[config.mk]
export PLATFORM = sky130hd
export DESIGN_NAME = ccc_lock_mgr
export DESIGN_NICKNAME = d
export VERILOG_FILES = /design/src/rtl/ccc_lock_mgr.sv
export SDC_FILE = /design/constraint.sdc
export NUM_CORES = 1
export LEC_CHECK = 0
export CELL_PAD_IN_SITES_DETAIL_PLACEMENT = 1
export CELL_PAD_IN_SITES_GLOBAL_PLACEMENT = 2
export CORE_ASPECT_RATIO = 1.25
export CORE_MARGIN = 3
export CORE_UTILIZATION = 38
export CTS_CLUSTER_SIZE = 28
export DETAILED_ROUTE_END_ITERATION = 6
export PLACE_DENSITY = 0.93
export SYNTH_ARGS = -nofsm -noshare
export SYNTH_HDL_FRONTEND = slang
export SYNTH_SLANG_ARGS = --single-unit
[constraint.sdc]
create_clock -name CLK -period 6.95 [get_ports CLK]
set_clock_uncertainty 0.1 [all_clocks]
set_input_delay 0.695 -clock CLK [delete_from_list [all_inputs] [get_ports CLK]]
set_output_delay 0.695 -clock CLK [all_outputs]
set_load 0.01 [all_outputs]
[src/rtl/ccc_lock_mgr.sv]
// ccc_lock_mgr: PLL lock qualification, reset sequencing and per-channel
// clock-enable generation in the conditioned global clock domain.
module ccc_lock_mgr #(
    parameter int NUM_CH    = 4,
    parameter int DIV_W     = 8,
    parameter int LOCK_FILT = 256,
    parameter int RST_HOLD  = 64,
    parameter int LOSS_W    = 8
) (
    input  logic                    CLK,
    input  logic                    ARST_N,
    input  logic                    LOCK_IN,
    input  logic                    SW_RST,
    input  logic [NUM_CH-1:0]       CE_EN,
    input  logic [NUM_CH*DIV_W-1:0] DIV,
    output logic                    RESET_OUT_N,
    output logic                    LOCKED,
    output logic [NUM_CH-1:0]       CE,
    output logic [LOSS_W-1:0]       LOSS_CNT
);

    // Sequence counter is shared by FILTER and HOLD, so it must reach the larger terminal value.
    localparam int CNT_MAX = (LOCK_FILT > RST_HOLD) ? LOCK_FILT : RST_HOLD;
    localparam int CNT_W   = $clog2(CNT_MAX + 1);
    localparam logic [CNT_W-1:0] FILT_LAST = CNT_W'(LOCK_FILT - 1);
    localparam logic [CNT_W-1:0] HOLD_LAST = CNT_W'(RST_HOLD - 1);

    localparam logic [1:0] WAIT_LOCK = 2'd0;
    localparam logic [1:0] FILTER    = 2'd1;
    localparam logic [1:0] HOLD      = 2'd2;
    localparam logic [1:0] RUN       = 2'd3;

    logic             lock_s1;
    logic             lock_s2;
    logic [1:0]       state;
    logic [1:0]       state_nxt;
    logic [CNT_W-1:0] seq_cnt;
    logic [CNT_W-1:0] seq_cnt_nxt;
    logic             loss_evt;
    logic             run_q;

    // Lock-loss counter sticks at all-ones instead of wrapping.
    function automatic logic [LOSS_W-1:0] sat_inc(input logic [LOSS_W-1:0] v);
        return (v == {LOSS_W{1'b1}}) ? v : v + 1'b1;
    endfunction

    // Two-flop synchroniser for the asynchronous PLL lock.
    always_ff @(posedge CLK or negedge ARST_N) begin
        if (!ARST_N) begin
            lock_s1 <= 1'b0;
            lock_s2 <= 1'b0;
        end else begin
            lock_s1 <= LOCK_IN;
            lock_s2 <= lock_s1;
        end
    end

    // Next-state decode; lock loss always outranks a software reset request.
    always_comb begin
        state_nxt   = state;
        seq_cnt_nxt = seq_cnt;
        loss_evt    = 1'b0;
        case (state)
            WAIT_LOCK: begin
                seq_cnt_nxt = '0;
                if (lock_s2) state_nxt = FILTER;
            end
            FILTER: begin
                if (!lock_s2) begin
                    state_nxt   = WAIT_LOCK;
                    seq_cnt_nxt = '0;
                end else if (seq_cnt == FILT_LAST) begin
                    state_nxt   = HOLD;
                    seq_cnt_nxt = '0;
                end else begin
                    seq_cnt_nxt = seq_cnt + 1'b1;
                end
            end
            HOLD: begin
                if (!lock_s2) begin
                    state_nxt   = WAIT_LOCK;
                    seq_cnt_nxt = '0;
                end else if (SW_RST) begin
                    seq_cnt_nxt = '0;
                end else if (seq_cnt == HOLD_LAST) begin
                    state_nxt   = RUN;
                    seq_cnt_nxt = '0;
                end else begin
                    seq_cnt_nxt = seq_cnt + 1'b1;
                end
            end
            RUN: begin
                seq_cnt_nxt = '0;
                if (!lock_s2) begin
                    state_nxt = WAIT_LOCK;
                    loss_evt  = 1'b1;
                end else if (SW_RST) begin
                    state_nxt = HOLD;
                end
            end
            default: begin
                state_nxt   = WAIT_LOCK;
                seq_cnt_nxt = '0;
            end
        endcase
    end

    // Sequencer state, counter and a dedicated RUN flag so the outputs come straight from a flop.
    always_ff @(posedge CLK or negedge ARST_N) begin
        if (!ARST_N) begin
            state    <= WAIT_LOCK;
            seq_cnt  <= '0;
            run_q    <= 1'b0;
            LOSS_CNT <= '0;
        end else begin
            state   <= state_nxt;
            seq_cnt <= seq_cnt_nxt;
            run_q   <= (state_nxt == RUN);
            if (loss_evt) LOSS_CNT <= sat_inc(LOSS_CNT);
        end
    end

    assign RESET_OUT_N = run_q;
    assign LOCKED      = run_q;

    for (genvar i = 0; i < NUM_CH; i++) begin : g_ch
        logic [DIV_W-1:0] div_cnt;
        logic [DIV_W-1:0] div_sel;
        logic [DIV_W:0]   cnt_inc;
        logic             wrap;

        // Wrap when cnt >= DIV-1, evaluated one bit wider so DIV=0 needs no special case.
        assign div_sel = DIV[i*DIV_W +: DIV_W];
        assign cnt_inc = {1'b0, div_cnt} + {{DIV_W{1'b0}}, 1'b1};
        assign wrap    = (cnt_inc >= {1'b0, div_sel});

        // Counter sits at 0 outside RUN (including the exit edge) and while disabled, so pulses start aligned.
        always_ff @(posedge CLK or negedge ARST_N) begin
            if (!ARST_N) begin
                div_cnt <= '0;
            end else if (!run_q || (state_nxt != RUN) || !CE_EN[i] || wrap) begin
                div_cnt <= '0;
            end else begin
                div_cnt <= cnt_inc[DIV_W-1:0];
            end
        end

        assign CE[i] = run_q && CE_EN[i] && (div_cnt == '0);
    end

endmodule

==> results of run 1 <==
## per-stage QoR
stage / total power [mW] / hold WS [ns] / cell area (sq um)
6_report: 0.635 / 0.260 / 4470
3_3_place_gp: 0.377 / 0.236 / 4310
4_1_cts: 0.642 / 0.263 / 4470
5_1_grt: 0.662 / 0.280 / 4470
2_1_floorplan: 0.343 / 0.231 / 3640
3_5_place_dp: 0.379 / 0.243 / 4310
## routing by layer
layer  part of all wire [%]  wire length (um)  up-vias  global-route usage, %
met2                     53              4370       55                   31.0
met4                    1.6               133        0                   5.11
met5                      0                 0        -                      0
met3                    4.9               402       13                   3.64
li1                       -                 -     1367                      -
met1                     41              3340     1364                   18.2
## logic make-up (layout without fill, tap and decap cells)
group	Yosys count	count (layout)	share of synthesized area, %
simple gates	146	146	25.9
compound gates	29	29	7.32
buf+inv	50	110	5.29
flops	54	54	37.1
mux	1	1	0.309
xor+xnor	37	37	8.90
fa+ha+maj	44	44	15.1
## where the power goes
| part | total (mW) | switching [mW] | internal [mW] |
|---|---|---|---|
| sequential | 0.317 | 0.00162 | 0.315 |
| clock | 0.263 | 0.118 | 0.145 |
| combinational | 0.0548 | 0.0263 | 0.0286 |
| total | 0.635 | 0.146 | 0.489 |
## path summary, 6_finish.rpt
path / from / endpoint / slack [ns] / depth (start not counted)
min in group asynchronous: ARST_N / LOSS_CNT[4] / 0.42 / 2
worst min-delay path: lock_s1 / lock_s2 / 0.26 / 0
worst max-delay path: CE_EN[0] / CE[0] / 3.61 / 4
worst min register to register: lock_s1 / lock_s2 / 0.26 / 0
worst max register to register: g_ch[2].div_cnt[0] / g_ch[2].div_cnt[5] / 4.20 / 9
max in group asynchronous: ARST_N / g_ch[1].div_cnt[7] / 5.87 / 2
## flip-flops by register name, indices dropped and copies added, names as in the netlist
register	flops
lock_s1	1
LOCKED	1
lock_s2	1
g_ch.div_cnt	32
state	2
seq_cnt	9
LOSS_CNT	8
## layout make-up
cell class                      count  area (sq um)  share of cell area (%)
Inverter                           48           180                    4.03
Timing Repair Buffer               54           533                    11.9
Tap cell                          123           154                    3.44
Multi-Input combinational cell    257          2100                    46.9
Clock buffer                        6           139                    3.11
Clock inverter                      2          17.5                   0.392
Sequential cell                    54          1350                    30.2
## Yosys cell counts (2+ instances only)
cell type  number
nor3b_1         9
nand3b_1        5
o21ai_0         5
ha_1           44
inv_1          48
nor2_1         21
and4b_1         2
o211ai_1        2
xor2_1         18
and4_1          2
nand3_1        24
a21o_1          4
xnor2_1        19
a21oi_1         5
and2_1          2
nand2_1        21
a31oi_1         4
and3_1          2
nor3b_2        16
nor3_1         11
nor4_1          4
nor2b_1         4
nand4_1         6
nand2b_1        3
dfrtp_1        54
nor3_2          3
o311ai_4        3
==> impl_metrics.json, run 1 <==
{
  "peakVddDrop_v": 0.0000960,
  "finalNetCount": 504,
  "clock_latency_ns": 0.30,
  "clock_sinks": 54,
  "viasPerCell": 5.15,
  "critPathTopFamily": "buffers and inverters",
  "synth_cell_types": 47,
  "start_kind": "primary input",
  "rsz0062_at_grt": "false",
  "htreeDepth": 2,
  "insertedDiodeCount": 0,
  "path_cells": "clkdlybuf4s50_1 -> or4b_1 -> nor4_1 -> clkdlybuf4s50_1",
  "clk_pin_slew_ns": 0.07,
  "crit_path_end_kind": "primary output",
  "slowest_stage": "clkdlybuf4s50_1",
  "die_width_um": 93.5,
  "fin_cells": 544,
  "power_density_mw_per_mm2": 142,
  "max_freq_ghz": 0.300,
  "period_minus_slack_ns": 3.34,
  "min_path_type": "reg -> reg",
  "tns_ns": 0,
  "die-area_sq_mm": 0.0108,
  "grt_pass1_vias": 3031,
  "rows": 39,
  "cp_num_buf_inv": 2,
  "final_cell_mix": "dfrtp_1, clkdlybuf4s50_1, inv_1, ha_1, nand3_1",
  "syn_to_final_growth_pct": 22.8,
  "crit_type": "in -> out",
  "synthFlopType": "dfrtp_1",
  "syn_inst": 361,
  "die_h_um": 115,
  "routabilityCongestion": 0.824,
  "synth_edf_count": 0,
  "post-dp-hpwl_mm": 6.46,
  "synth_seq_cells": 54,
  "grt_max_degree": 55,
  "finalSetupViolCount": 0,
  "grt_pass1_wl_mm": 14.1,
  "syn_area_sq_mm": 0.00364,
  "dp_slack_ns": 3.64,
  "drt_first_pass_iters": 4,
  "yosys.area.top_type": "dfrtp_1",
  "cts_resized": 0,
  "utilization_pct": 48.5,
  "portBuffers": 53,
  "post_cts_buffers": 0,
  "synth_warnings": 0,
  "antenna_found_initial": 0,
  "cts.path.max_buffers": 2,
  "drive_gt1_share_pct": 9.74,
  "yosys-top-cells-area": "dfrtp_1, ha_1, nor3b_2",
  "cpPeakStageDelay_ns": 0.60,
  "wl_mm": 8.25,
  "final_common_cell": "dfrtp_1",
  "worst_pin_slew_ns": 0.688,
  "relSlewSlack_pct": 54.2,
  "grt.total_usage_pct": 16.4,
  "drc": 0,
  "cp.required_ns": 6.15,
  "cap_violations": 0,
  "clockRootBuffer": "clkbuf_16",
  "n_fill_cell": 1033,
  "hold_violations": 0,
  "drt_iter0_drc": 51,
  "num_vias": 2799,
  "holdBufCountCts": 0,
  "critPathMaxFanout": 2,
  "syn_nets": 445,
  "synth_top_area_share_pct": 37.1,
  "start_util_pct": 39.5,
  "period_share_pct": 48.0,
  "numCtsBuffers": 5,
  "arrival_ns": 2.54,
  "async_flop_share_pct": 100,
  "ant_nets": 0,
  "p_leak_nw": 2.03,
  "status": "finished, final reports clean",
  "grt-ovfl-total": 0,
  "syn_avg_cell_area_sq_um": 10.1,
  "dp_cells": 536,
  "cts_tree": "yes",
  "path_common_cell": "clkdlybuf4s50_1",
  "drv_slew": 0,
  "wl_per_cell_um": 15.2,
  "ios": 54,
  "worst_slack_ns": 3.61,
  "ys_seq_area_share_pct": 37.1,
  "coreArea_sq_mm": 0.00922
}
Power figures use the tool's default switching activity.
==> run 2: changes to the inputs <==
Settings changed: CORE_UTILIZATION 38 to 35, PLACE_DENSITY 0.93 to 0.87.
Clock period 6.95 ns to 3.3 ns, I/O delays scaled along.
==> run 2 against run 1 <==
Effect of this change: critical endpoint unchanged; wire length grew 3.8%; critical path type is now reg -> out; die area grew 8.1%; hold slack lost 0.23 ns; clock power grew 94%.
==> impl_metrics.json, run 2 (synthesized netlist as in run 1, its figures left out) <==
{
  "status": "finished, final reports clean",
  "post_dp_cell_area_sq_mm": 0.00432,
  "grt_pass1_wl_mm": 14.6,
  "n_fill_cell": 1141,
  "whs_ns": 0.0296,
  "path_cells": "inv_1 -> or4b_1 -> nor4_1 -> clkdlybuf4s50_1",
  "coreArea_sq_mm": 0.0101,
  "htreeDepth": 2,
  "rrSetupSlack_ns": 0.67,
  "reg2reg_to": "g_ch[0].div_cnt[5]",
  "post_cts_buffers": 0,
  "power_density_mw_per_mm2": 290,
  "grt-ovfl-total": 0,
  "wl_per_cell_um": 15.6,
  "worst_slack_ns": 0.568,
  "drt_first_pass_iters": 4,
  "drc": 0,
  "wl_mm": 8.56,
  "p_leak_nw": 2.02,
  "portBuffers": 53,
  "r2r_start": "g_ch[0].div_cnt[0]",
  "crit_path_end": "CE[0]",
  "clk_pin_slew_ns": 0.07,
  "largest_register": "g_ch.div_cnt",
  "ant_nets": 0,
  "cts.path.max_buffers": 2,
  "crit_path_end_kind": "primary output",
  "relSlewSlack_pct": 45.5,
  "final_common_cell": "dfrtp_1",
  "critPathMaxFanout": 5,
  "holdBufCountCts": 0,
  "grt.total_usage_pct": 15.4,
  "die-area_sq_mm": 0.0117,
  "rsz0062_at_grt": "false",
  "viasPerCell": 5.03,
  "cap_violations": 0,
  "peakVddDrop_v": 0.000197,
  "min_path_type": "in -> async",
  "worst_pin_slew_ns": 0.817,
  "cp_num_buf_inv": 2,
  "period_minus_slack_ns": 2.73,
  "finalNetCount": 504,
  "drive_gt1_share_pct": 9.52,
  "start_kind": "flop",
  "num_vias": 2764,
  "start_util_pct": 36.0,
  "post-dp-hpwl_mm": 6.68,
  "dp_slack_ns": 0.650,
  "power_mw": 1.29,
  "grt_pass1_vias": 3029,
  "drv_slew": 0,
  "cts_resized": 0,
  "insertedDiodeCount": 0,
  "slowest_stage": "clkdlybuf4s50_1",
  "routabilityCongestion": 0.764,
  "rr_worst_depth": 9,
  "crit_start": "LOCKED",
  "hold_violations": 0,
  "largest_reg_flops": 32,
  "final_cell_mix": "dfrtp_1, clkdlybuf4s50_1, inv_1, ha_1, nand3_1",
  "max_freq_ghz": 0.366,
  "tns_ns": 0,
  "cts_tree": "yes",
  "rows": 41,
  "syn_to_final_growth_pct": 22.4,
  "die_width_um": 97.2,
  "stdcell_area_sq_mm": 0.00446,
  "arrival_ns": 2.30,
  "crit_type": "reg -> out",
  "clockRootBuffer": "clkbuf_16",
  "period_share_pct": 82.8,
  "die_h_um": 120,
  "cp.depth": 4,
  "critPathTopFamily": "simple AND/OR/NAND/NOR gates",
  "numCtsBuffers": 5,
  "cp.required_ns": 2.87,
  "cpPeakStageDelay_ns": 0.59,
  "clock_sinks": 54,
  "grt_max_degree": 35,
  "clock_latency_ns": 0.29,
  "top_regs": "g_ch.div_cnt x32, seq_cnt x9, LOSS_CNT x8",
  "ios": 54,
  "antenna_found_initial": 0,
  "finalSetupViolCount": 0,
  "drt_iter0_drc": 60
}
-- run 2: worst reg2reg max path: cells and delay by family (launching register included) --
family	cells	cell delay, ns
adders and majority gates	2	0.52
and+or+nand+nor	6	1.28
xor gates and xnor gates	1	0.21
DFF	1	0.45
-- run 2: per-layer routing --
layer | vias to the layer above | global-route usage, % | share of wire [%] | routed length, um
li1 | 1363 | - | - | -
met1 | 1345 | 16.5 | 40 | 3450
met2 | 47 | 30.4 | 54 | 4650
met3 | 9 | 2.97 | 4.1 | 352
met4 | 0 | 3.81 | 1.3 | 115
met5 | - | 0 | 0 | 0
-- run 2: how the worst min path moves through the flow --
stage	end	from	cells past startpoint
floorplan	LOCKED	ARST_N	0
global placement	lock_s2	lock_s1	0
detailed placement	lock_s2	lock_s1	0
CTS	LOSS_CNT[4]	ARST_N	1
global route	LOSS_CNT[4]	ARST_N	1
finish	LOSS_CNT[4]	ARST_N	1
-- run 2: layout make-up --
| cell class | count | area [sq um] | area share [%] |
|---|---|---|---|
| flip-flops and latches | 54 | 1350 | 30.3 |
| inverters | 48 | 180 | 4.04 |
| clock buffers | 5 | 125 | 2.81 |
| clock inverters | 2 | 10.0 | 0.225 |
| repair buffers | 54 | 533 | 12.0 |
| well taps | 129 | 161 | 3.62 |
| multi-input cells | 257 | 2100 | 47.0 |
-- run 2: where the power goes --
group,internal (mW),switching (mW)
registers,0.664,0.00340
clock network,0.275,0.235
logic,0.0602,0.0563
total,1.00,0.294
-- run 2: metrics by stage --
stage	instances	utilization [%]
floorplan	361	-
global placement	542	42.8
detailed placement	542	42.8
CTS	549	44.1
global route	549	44.1
finish	549	44.1
==> run 3: changes to the inputs <==
Clock period 3.3 ns to 2.79 ns, I/O delays scaled along.
==> run 3 against run 2 <==
Effect of this change: combinational power grew 21%; die area is the same; register-to-register slack lost 0.45 ns; non-clock buffer count grew 2; count of clock-buffer cells in the layout grew 1; critical path depth grew 4; core utilization grew 0.57 points; first-iteration DRC count grew 32%; hold slack gained 0.17 ns; clock power grew 40%; global-route usage shrank 0.39 points; power grew 27%; critical path type is now reg -> reg; highest routed layer unchanged.
==> impl_metrics.json, run 3 (synthesized netlist as in run 1, its figures left out) <==
{
  "relSlewSlack_pct": 58.3,
  "grt-ovfl-total": 0,
  "slowest_stage": "dfrtp_1",
  "rr_worst_depth": 8,
  "rsz0062_at_grt": "false",
  "drive_gt1_share_pct": 10.2,
  "p_leak_nw": 2.05,
  "period_share_pct": 92.2,
  "cp_num_buf_inv": 0,
  "rows": 41,
  "insertedDiodeCount": 0,
  "routabilityCongestion": 0.770,
  "grt.total_usage_pct": 15.0,
  "wl_per_cell_um": 15.3,
  "power_density_mw_per_mm2": 364,
  "min_path_type": "in -> async",
  "antenna_found_initial": 0,
  "finalSetupViolCount": 0,
  "reg2reg_to": "g_ch[1].div_cnt[4]",
  "peakVddDrop_v": 0.000219,
  "numCtsBuffers": 5,
  "viasPerCell": 5.07,
  "rrSetupSlack_ns": 0.22,
  "clock_sinks": 54,
  "status": "finished, final reports clean",
  "cp.required_ns": 2.89,
  "htreeDepth": 2,
  "worst_pin_slew_ns": 0.624,
  "post-dp-hpwl_mm": 6.62,
  "clock_latency_ns": 0.30,
  "critPathMaxFanout": 8,
  "num_vias": 2799,
  "syn_to_final_growth_pct": 24.0,
  "arrival_ns": 2.68,
  "wl_mm": 8.43,
  "die-area_sq_mm": 0.0117,
  "period_minus_slack_ns": 2.57,
  "grt_pass1_wl_mm": 14.3,
  "hold_violations": 0,
  "cts.path.max_buffers": 2,
  "max_freq_ghz": 0.389,
  "clockRootBuffer": "clkbuf_16",
  "ios": 54,
  "drt_iter0_drc": 79,
  "drv_slew": 0,
  "post_cts_buffers": 0,
  "clk_pin_slew_ns": 0.07,
  "crit_type": "reg -> reg",
  "r2r_start": "g_ch[1].div_cnt[0]",
  "tns_ns": 0,
  "die_h_um": 120,
  "grt_max_degree": 32,
  "drc": 0,
  "final_common_cell": "dfrtp_1",
  "coreArea_sq_mm": 0.0101,
  "start_kind": "flop",
  "largest_register": "g_ch.div_cnt",
  "largest_reg_flops": 32,
  "drt_first_pass_iters": 4,
  "die_width_um": 97.2,
  "finalNetCount": 506,
  "critPathTopFamily": "simple AND/OR/NAND/NOR gates",
  "cap_violations": 0,
  "ant_nets": 0,
  "start_util_pct": 36.0,
  "path_common_cell": "ha_1",
  "final_cell_mix": "dfrtp_1, clkdlybuf4s50_1, inv_1, ha_1, nand3_1",
  "cts_tree": "yes",
  "grt_pass1_vias": 3044,
  "crit_path_end_kind": "flop",
  "portBuffers": 53,
  "utilization_pct": 44.7,
  "cpPeakStageDelay_ns": 0.49,
  "path_cells": "ha_1 -> nand2_1 -> xnor2_1 -> ha_1 -> nand3_1 -> nor2_1 -> nand3b_1 -> nor3b_1",
  "top_regs": "g_ch.div_cnt x32, seq_cnt x9, LOSS_CNT x8"
}
## run 3: how the worst max path moves through the flow
stage | to | cells after the start | start | slack (ns)
2_1_floorplan | g_ch[2].div_cnt[2] | 9 | g_ch[2].div_cnt[0] | 0.45
3_3_place_gp | CE[0] | 4 | CE_EN[0] | 0.23
3_5_place_dp | g_ch[2].div_cnt[6] | 9 | g_ch[2].div_cnt[0] | 0.12
4_1_cts | CE[0] | 4 | LOCKED | 0.03
5_1_grt | g_ch[1].div_cnt[7] | 8 | g_ch[1].div_cnt[0] | 0.02
6_report | g_ch[1].div_cnt[4] | 8 | g_ch[1].div_cnt[0] | 0.22
## run 3: area by class of cell
class / instances / area [sq um]
clock buffers: 6 / 129
clock inverters: 2 / 37.5
fillers: 1159 / 5590
inverters: 48 / 180
multi-input cells: 257 / 2100
flip-flops and latches: 54 / 1350
well taps: 129 / 161
repair buffers: 56 / 553
## run 3: per-layer routing
metal / routed length (um) / up-vias / GRT usage, %
li1: - / 1360 / -
met1: 3360 / 1372 / 16.3
met2: 4490 / 53 / 28.7
met3: 372 / 14 / 2.97
met4: 205 / 0 / 5.11
met5: 0 / - / 0
## run 3: worst reg2reg max path, cell delays in order (launching register included)
cell and delay (ns):
dfrtp_1 0.49, ha_1 0.33, nand2_1 0.10, xnor2_1 0.20
ha_1 0.29, nand3_1 0.19, nor2_1 0.09, nand3b_1 0.39
nor3b_1 0.30
## run 3: through the flow
step | cells | instance area, sq um | hold WS, ns | setup WS [ns] | total power, mW
4_1_cts | 552 | 4510 | 0.193 | 0.0322 | 1.67
5_1_grt | 552 | 4510 | 0.208 | 0.0220 | 1.71
6_report | 552 | 4510 | 0.198 | 0.217 | 1.64
3_3_place_gp | 543 | 4330 | -0.0257 | 0.231 | 0.943
3_5_place_dp | 543 | 4330 | -0.0252 | 0.119 | 0.946
2_1_floorplan | 361 | 3640 | -0.117 | 0.452 | 0.855
## run 3: power by group
part           total, mW  internal [mW]  leakage [nW]  switching [mW]
Sequential         0.790          0.786         0.745         0.00388
Clock              0.712          0.424        0.0771           0.288
Combinational      0.141         0.0739          1.23          0.0671
## run 3: timing repair
| action | CTS | global route |
|---|---|---|
| endpoints found under the setup margin | 0 | 15 |
| hold endpoints to repair | 54 | 0 |
| resized for setup | 0 | 4 |
| hold buffers | 1 | 0 |
